<file path="src/rtl/load_use_scoreboard_if.sv">
// ---------------------------------------------------------------------------
// load_use_scoreboard_if
//   Bundles the ID-stage observation signals and the hazard-unit responses
//   of the load-use scoreboard into one interface.
//
//   Decode side (driven by the pipeline / master):
//     id_valid_i      ID stage holds a real instruction
//     id_mem_read_i   ID instruction is a load
//     id_reg_write_i  ID instruction writes Rd
//     id_rd_i         ID destination register
//     id_rs1_i        ID source 1
//     id_rs2_i        ID source 2
//     id_rs1_used_i   rs1 is actually read
//     id_rs2_used_i   rs2 is actually read
//     flush_i         ID instruction squashed this cycle
//     freeze_i        global pipeline hold
//   Hazard side (driven by the scoreboard / slave):
//     stall_o         hold PC and IF/ID, bubble ID/EX
//     hazard_src_o    bit0 rs1 blocked, bit1 rs2 blocked
//     busy_o          any scoreboard entry still counting
//     stall_cycles_o  saturating stall-cycle count
// ---------------------------------------------------------------------------
interface load_use_scoreboard_if #(
  parameter int REG_ADDR_W = 5,
  parameter int PERF_W     = 16
);
  logic                  id_valid_i;
  logic                  id_mem_read_i;
  logic                  id_reg_write_i;
  logic [REG_ADDR_W-1:0] id_rd_i;
  logic [REG_ADDR_W-1:0] id_rs1_i;
  logic [REG_ADDR_W-1:0] id_rs2_i;
  logic                  id_rs1_used_i;
  logic                  id_rs2_used_i;
  logic                  flush_i;
  logic                  freeze_i;
  logic                  stall_o;
  logic [1:0]            hazard_src_o;
  logic                  busy_o;
  logic [PERF_W-1:0]     stall_cycles_o;

  modport master (
    output id_valid_i, id_mem_read_i, id_reg_write_i, id_rd_i,
           id_rs1_i, id_rs2_i, id_rs1_used_i, id_rs2_used_i,
           flush_i, freeze_i,
    input  stall_o, hazard_src_o, busy_o, stall_cycles_o
  );

  modport slave (
    input  id_valid_i, id_mem_read_i, id_reg_write_i, id_rd_i,
           id_rs1_i, id_rs2_i, id_rs1_used_i, id_rs2_used_i,
           flush_i, freeze_i,
    output stall_o, hazard_src_o, busy_o, stall_cycles_o
  );
endinterface

</file>
<file path="src/rtl/load_use_scoreboard.sv">
// ---------------------------------------------------------------------------
// load_use_scoreboard
//   Load-use hazard unit with one countdown entry per architectural register.
//   A load leaving ID loads its Rd entry with LOAD_LAT; the entry ticks down
//   once per unfrozen cycle, and any ID consumer of a register whose entry is
//   nonzero is held in ID. Also keeps a saturating count of stall cycles.
//
//   Ports:
//     clk_i  rising-edge clock
//     rst_i  synchronous, active-low reset (clears entries and perf counter)
//     bus    load_use_scoreboard_if.slave: ID-stage inputs, flush/freeze,
//            stall_o / hazard_src_o / busy_o / stall_cycles_o outputs
// ---------------------------------------------------------------------------
module load_use_scoreboard #(
  parameter int REG_ADDR_W = 5,
  parameter int LOAD_LAT   = 1,
  parameter int PERF_W     = 16
) (
  input  logic                  clk_i,
  input  logic                  rst_i,
  load_use_scoreboard_if.slave  bus
);

  localparam int NUM_REGS = 2 ** REG_ADDR_W;
  // Entry width large enough to hold LOAD_LAT itself.
  localparam int CNT_W    = (LOAD_LAT < 1) ? 1 : $clog2(LOAD_LAT + 1);

  localparam logic [CNT_W-1:0]      CNT_LOAD = CNT_W'(LOAD_LAT);
  localparam logic [CNT_W-1:0]      CNT_ZERO = CNT_W'(0);
  localparam logic [CNT_W-1:0]      CNT_ONE  = CNT_W'(1);
  localparam logic [REG_ADDR_W-1:0] REG_X0   = REG_ADDR_W'(0);
  localparam logic [PERF_W-1:0]     PERF_MAX = {PERF_W{1'b1}};
  localparam logic [PERF_W-1:0]     PERF_ONE = PERF_W'(1);

  logic [CNT_W-1:0]  cnt_r [NUM_REGS];
  logic [PERF_W-1:0] stall_cycles_r;

  logic [1:0] hazard_src_s;
  logic       stall_s;
  logic       busy_s;
  logic       issue_s;

  // Source-operand blocking and load-issue qualification for the ID instruction
  always_comb begin
    hazard_src_s    = 2'b00;
    hazard_src_s[0] = bus.id_valid_i & bus.id_rs1_used_i &
                      (bus.id_rs1_i != REG_X0) & (cnt_r[bus.id_rs1_i] != CNT_ZERO);
    hazard_src_s[1] = bus.id_valid_i & bus.id_rs2_used_i &
                      (bus.id_rs2_i != REG_X0) & (cnt_r[bus.id_rs2_i] != CNT_ZERO);
    stall_s         = |hazard_src_s;
    // A stalled, squashed or frozen load is not the one that reaches EX.
    issue_s         = bus.id_valid_i & bus.id_mem_read_i & bus.id_reg_write_i &
                      (bus.id_rd_i != REG_X0) & ~stall_s & ~bus.flush_i & ~bus.freeze_i;
  end

  // Any outstanding load result anywhere in the register file
  always_comb begin
    busy_s = 1'b0;
    for (int r = 1; r < NUM_REGS; r++) begin
      busy_s = busy_s | (cnt_r[r] != CNT_ZERO);
    end
  end

  // Per-register countdown: reset clears, freeze holds, issue reloads, others tick down
  always_ff @(posedge clk_i) begin
    if (!rst_i) begin
      for (int r = 0; r < NUM_REGS; r++) begin
        cnt_r[r] <= CNT_ZERO;
      end
    end else if (bus.freeze_i) begin
      for (int r = 0; r < NUM_REGS; r++) begin
        cnt_r[r] <= cnt_r[r];
      end
    end else begin
      for (int r = 0; r < NUM_REGS; r++) begin
        if (r == 0) begin
          // x0 is never tracked.
          cnt_r[r] <= CNT_ZERO;
        end else if (issue_s && (bus.id_rd_i == REG_ADDR_W'(r))) begin
          // Reload takes priority over the decrement of a live entry.
          cnt_r[r] <= CNT_LOAD;
        end else if (cnt_r[r] != CNT_ZERO) begin
          cnt_r[r] <= cnt_r[r] - CNT_ONE;
        end else begin
          cnt_r[r] <= cnt_r[r];
        end
      end
    end
  end

  // Saturating count of cycles lost to load-use stalls (frozen cycles excluded)
  always_ff @(posedge clk_i) begin
    if (!rst_i) begin
      stall_cycles_r <= {PERF_W{1'b0}};
    end else if (stall_s && !bus.freeze_i && (stall_cycles_r != PERF_MAX)) begin
      stall_cycles_r <= stall_cycles_r + PERF_ONE;
    end else begin
      stall_cycles_r <= stall_cycles_r;
    end
  end

  // stall/hazard must act in the same cycle the consumer sits in ID, so they
  // are decoded from registered state rather than registered again.
  assign bus.stall_o        = stall_s;
  assign bus.hazard_src_o   = hazard_src_s;
  assign bus.busy_o         = busy_s;
  assign bus.stall_cycles_o = stall_cycles_r;

endmodule

</file>
<file path="src/flat_wrapper.sv">
// flat-port wrapper written by rule: the top's interface ports become plain ports
module load_use_scoreboard_flat 
#(
  parameter int REG_ADDR_W = 5,
  parameter int LOAD_LAT   = 1,
  parameter int PERF_W     = 16
)
  (clk_i, rst_i, bus_id_valid_i, bus_id_mem_read_i, bus_id_reg_write_i, bus_id_rd_i, bus_id_rs1_i, bus_id_rs2_i, bus_id_rs1_used_i, bus_id_rs2_used_i, bus_flush_i, bus_freeze_i, bus_stall_o, bus_hazard_src_o, bus_busy_o, bus_stall_cycles_o);
  load_use_scoreboard_if #(.REG_ADDR_W(REG_ADDR_W), .PERF_W(PERF_W)) bus_i ();
  input  logic clk_i;
  input  logic rst_i;
  input wire logic [$bits(bus_i.id_valid_i)-1:0] bus_id_valid_i;
  input wire logic [$bits(bus_i.id_mem_read_i)-1:0] bus_id_mem_read_i;
  input wire logic [$bits(bus_i.id_reg_write_i)-1:0] bus_id_reg_write_i;
  input wire logic [$bits(bus_i.id_rd_i)-1:0] bus_id_rd_i;
  input wire logic [$bits(bus_i.id_rs1_i)-1:0] bus_id_rs1_i;
  input wire logic [$bits(bus_i.id_rs2_i)-1:0] bus_id_rs2_i;
  input wire logic [$bits(bus_i.id_rs1_used_i)-1:0] bus_id_rs1_used_i;
  input wire logic [$bits(bus_i.id_rs2_used_i)-1:0] bus_id_rs2_used_i;
  input wire logic [$bits(bus_i.flush_i)-1:0] bus_flush_i;
  input wire logic [$bits(bus_i.freeze_i)-1:0] bus_freeze_i;
  output wire logic [$bits(bus_i.stall_o)-1:0] bus_stall_o;
  output wire logic [$bits(bus_i.hazard_src_o)-1:0] bus_hazard_src_o;
  output wire logic [$bits(bus_i.busy_o)-1:0] bus_busy_o;
  output wire logic [$bits(bus_i.stall_cycles_o)-1:0] bus_stall_cycles_o;
  assign bus_i.id_valid_i = bus_id_valid_i;
  assign bus_i.id_mem_read_i = bus_id_mem_read_i;
  assign bus_i.id_reg_write_i = bus_id_reg_write_i;
  assign bus_i.id_rd_i = bus_id_rd_i;
  assign bus_i.id_rs1_i = bus_id_rs1_i;
  assign bus_i.id_rs2_i = bus_id_rs2_i;
  assign bus_i.id_rs1_used_i = bus_id_rs1_used_i;
  assign bus_i.id_rs2_used_i = bus_id_rs2_used_i;
  assign bus_i.flush_i = bus_flush_i;
  assign bus_i.freeze_i = bus_freeze_i;
  assign bus_stall_o = bus_i.stall_o;
  assign bus_hazard_src_o = bus_i.hazard_src_o;
  assign bus_busy_o = bus_i.busy_o;
  assign bus_stall_cycles_o = bus_i.stall_cycles_o;
  load_use_scoreboard #(.REG_ADDR_W(REG_ADDR_W), .LOAD_LAT(LOAD_LAT), .PERF_W(PERF_W)) u_core (.clk_i(clk_i), .rst_i(rst_i), .bus(bus_i));
endmodule
</file>
<file path="config.mk">
export PLATFORM = sky130hd
export DESIGN_NAME = load_use_scoreboard_flat
export DESIGN_NICKNAME = d
export VERILOG_FILES = /design/src/rtl/load_use_scoreboard_if.sv /design/src/rtl/load_use_scoreboard.sv /design/src/flat_wrapper.sv
export SDC_FILE = /design/constraint.sdc
export NUM_CORES = 1
export LEC_CHECK = 0
export BUFFER_PORTS_ARGS = -buffer_cell sky130_fd_sc_hd__buf_2
export CORE_ASPECT_RATIO = 2
export CORE_MARGIN = 2
export CORE_UTILIZATION = 52
export CTS_BUF_LIST = sky130_fd_sc_hd__clkbuf_16
export DETAILED_ROUTE_END_ITERATION = 6
export HOLD_SLACK_MARGIN = 0.03
export PLACE_DENSITY = 0.76
export SKIP_CTS_REPAIR_TIMING = 1
export SYNTH_ARGS = -nofsm -noshare
export SYNTH_HDL_FRONTEND = slang
export SYNTH_SLANG_ARGS = --single-unit
</file>
<file path="constraint.sdc">
create_clock -name clk_i -period 2.4 [get_ports clk_i]
set_input_delay 0.12 -clock clk_i [delete_from_list [all_inputs] [get_ports clk_i]]
set_output_delay 0.12 -clock clk_i [all_outputs]
set_load 0.01 [all_outputs]
</file>
==> impl_metrics.py <==
metrics = {
    "placed_design": {
        "pre_cts_slack_ns": -0.0687,
        "dp_hpwl_um": 6430,
        "dp.cells": 480,
        "place_congestion": 0.822,
        "port_buffers": 43,
        "dpl_cell_area_um2": 3710,
    },
    "final_layout": {
        "layout_commonest_cell": "nand2_1",
        "syn_to_final_growth_pct": 26.4,
        "finish.utilization": 0.677,
        "final_layout_size_suffix_gt1_frac": 0.313,
        "stdcell_count": 498,
        "antenna_cells": 0,
        "final_design_area_no_fill_um2": 4070,
        "layout_common_cells": "nand2_1, buf_2, buf_4",
        "final_nets": 459,
    },
    "critical_path": {
        "rr_worst_depth": 8,
        "cp_cell_sequence": "mux2i_1, mux4_2, a221oi_2, a22oi_2, buf_6, buf_2, or4_4, a21oi_2",
        "crit_family": "compound AO/OA/AOI/OAI gates",
        "slowest_delay_ns": 0.52,
        "worstSetupPathType": "reg2reg",
        "cp_data_required_time_ns": 2.63,
        "worstSetupStartpointType": "register",
        "worstReg2RegStart": "u_core.cnt_r[12]",
        "crit_slowest_cell": "or4_4",
        "critPathArrivalTime_ns": 2.72,
        "crit_fanout": 6,
        "critPathCaptureType": "register",
        "regToRegEndpoint": "u_core.bus.stall_cycles_o[14]",
        "ff2ff_setup_slack_ns": -0.09,
        "cp.buffers_inverters": 2,
    },
    "synth": {
        "synth_top_family_by_area": "simple AND/OR/NAND/NOR gates",
        "yosys_warnings": 0,
        "ys_types": 41,
        "synthAdderAreaFrac": 0.00389,
        "synth_compound_area_frac": 0.128,
        "synth-seq-cells": 47,
        "synth_cells": 366,
        "async_flop_share": 0,
        "synth_xor_area_frac": 0,
        "synth_mux_area_frac": 0.143,
        "yosysSeqAreaShare": 0.389,
        "synth-main-ff-cell": "edfxtp_1",
        "avgSynthCellArea_um2": 8.79,
        "synth_edf_count": 31,
        "synthSimpleGateAreaFrac": 0.284,
        "netlist_area_um2": 3220,
        "syn_nets": 391,
    },
    "job": {
        "cap_violations": 0,
    },
    "timing": {
        "finalHoldViolCount": 0,
        "rsz0062_at_grt": "yes",
        "whs_ns": 0.191,
        "fin_crit_sh": 1.04,
        "setup_slack_ns": -0.0883,
        "fin_crit_ns": 2.49,
        "worst_slew_pin_slew_ns": 0.587,
        "skew_ns": 0.00260,
        "slew_viol_final": 0,
        "max_slew_margin": 0.608,
        "setup_viol": 16,
        "fmax_ghz": 0.402,
    },
    "grt": {
        "grt_pass1_wl_um": 13600,
        "grtUsageMet1": 0.267,
        "use_met3": 0.0292,
        "grtUsageTotal": 0.265,
        "grt_pass1_vias": 2872,
        "grt_max_degree": 32,
        "grt.overflow.total": 0,
        "met2_usage": 0.495,
        "antenna_found_initial": 0,
        "grt_most_used_layer": "met2",
    },
    "detailed_routing": {
        "ant_nets": 0,
        "drt_iter0_drc": 189,
        "drt_pass1_iterations": 5,
        "num_vias": 3134,
        "routedWlPerCell_um": 17.8,
        "drcViolationCount": 0,
        "routed_wirelength_um": 8860,
        "viasPerCell": 6.29,
    },
    "power_and_ir_drop": {
        "power_frac_clock": 0.329,
        "seqPwrFrac": 0.462,
        "combPwrFrac": 0.209,
        "p_sw_w": 0.000556,
        "p_int_w": 0.00150,
        "p_per_area_nw_per_um2": 506,
        "ir_drop_mv": 0.402,
        "power.share.switching": 0.270,
        "leakage_nw": 1.59,
    },
    "floorplan": {
        "die_w_um": 59.6,
        "coreArea_um2": 6010,
        "die_h_um": 115,
        "fp-row-count": 40,
        "start_util": 0.536,
        "ios": 44,
        "die_area_um2": 6870,
    },
    "hold_path": {
        "hold_path_end": "u_core.bus.stall_cycles_o[8]",
        "min_path_cells": 2,
        "hold_path.class": "in2reg",
        "hp-start": "rst_i",
    },
    "outcome": {
        "run_status": "finished with violations",
        "failed_checks": "negative setup slack",
    },
    "cts": {
        "clk_latency_ns": 0.29,
        "cts_max_level": 2,
        "cts_root_buf": "clkbuf_16",
        "clock_path_buffers": 2,
        "cts_tree": "done",
        "cts_buffers": 5,
        "cts.sink_count": 47,
        "path_clk_slew_ns": 0.06,
    },
}
[through the flow]
stage	setup TNS [ns]	power [W]
global placement	-0.0118	0.00132
global route	-3.00	0.00212
CTS	-0.463	0.00199
detailed placement	-0.244	0.00133
floorplan	0	0.00118
finish	-0.645	0.00206
[worst reg2reg max path, stage by stage, from the launching register on]
cell	delay, ns
edfxtp_1	0.40
mux2i_1	0.09
mux4_2	0.48
a221oi_2	0.34
a22oi_2	0.16
buf_6	0.17
buf_2	0.16
or4_4	0.52
a21oi_2	0.12
[synthesized netlist by cell type, types with 7 or more instances]
cell type | instances | area (um2)
a21oi_1 | 23 | 115
buf_1 | 7 | 26.3
clkbuf_1 | 16 | 60.1
dfxtp_1 | 16 | 320
edfxtp_1 | 31 | 931
mux2i_1 | 19 | 190
mux4_2 | 12 | 270
nand2_1 | 72 | 270
nand2b_1 | 7 | 43.8
nand3_1 | 10 | 50.1
nand4_1 | 24 | 150
nor2_1 | 27 | 101
nor4_1 | 16 | 100
o21ai_0 | 17 | 85.1
[power groups by stage]
stage                     Clock, W  Sequential (W)  Combinational [W]
after floorplan                  0        0.000961           0.000218
after global placement           0        0.000965           0.000354
after detailed placement         0        0.000967           0.000364
after CTS                 0.000675        0.000950           0.000366
after global routing      0.000703        0.000957           0.000462
final                     0.000676        0.000951           0.000430
[kinds of logic (layout without fill, tap and decap cells)]
group,after synthesis,after routing
AOI/OAI and AO/OA,65,65
adders and majority gates,1,1
buffers and inverters,37,106
DFF,47,47
muxes,31,31
and+or+nand+nor,185,185
[cell type report]
class,instances,area (um2)
clock buffers,5,125
fillers,481,1940
well taps,63,78.8
inverters,6,22.5
clock inverters,3,15.0
repair buffers,92,679
multi-input cells,282,1890
flip-flops and latches,47,1250
[how the worst max path moves through the flow]
stage / start / to / slack [ns] / cells past startpoint
after floorplan: u_core.cnt_r[16] / u_core.cnt_r[1] / 0.08 / 7
after global placement: u_core.cnt_r[15] / u_core.bus.stall_cycles_o[13] / -0.005 / 8
after detailed placement: bus_id_rs1_i[2] / u_core.cnt_r[19] / -0.07 / 9
after CTS: u_core.cnt_r[28] / bus_stall_o / -0.14 / 7
after global routing: u_core.cnt_r[15] / u_core.bus.stall_cycles_o[3] / -0.16 / 8
final: u_core.cnt_r[12] / u_core.bus.stall_cycles_o[14] / -0.09 / 8
[flip-flops by register name, summed over array words and instances (netlist names)]
| register | flops |
|---|---|
| u_core.cnt_r | 31 |
| u_core.bus.stall_cycles_o | 16 |
[per-layer routing]
metal / wire [um] / vias up
li1: - / 1500
met1: 3010 / 1464
met2: 4880 / 133
met3: 457 / 37
met4: 508 / 0
met5: 0 / -
No activity file was read; power rests on OpenSTA's default activity.
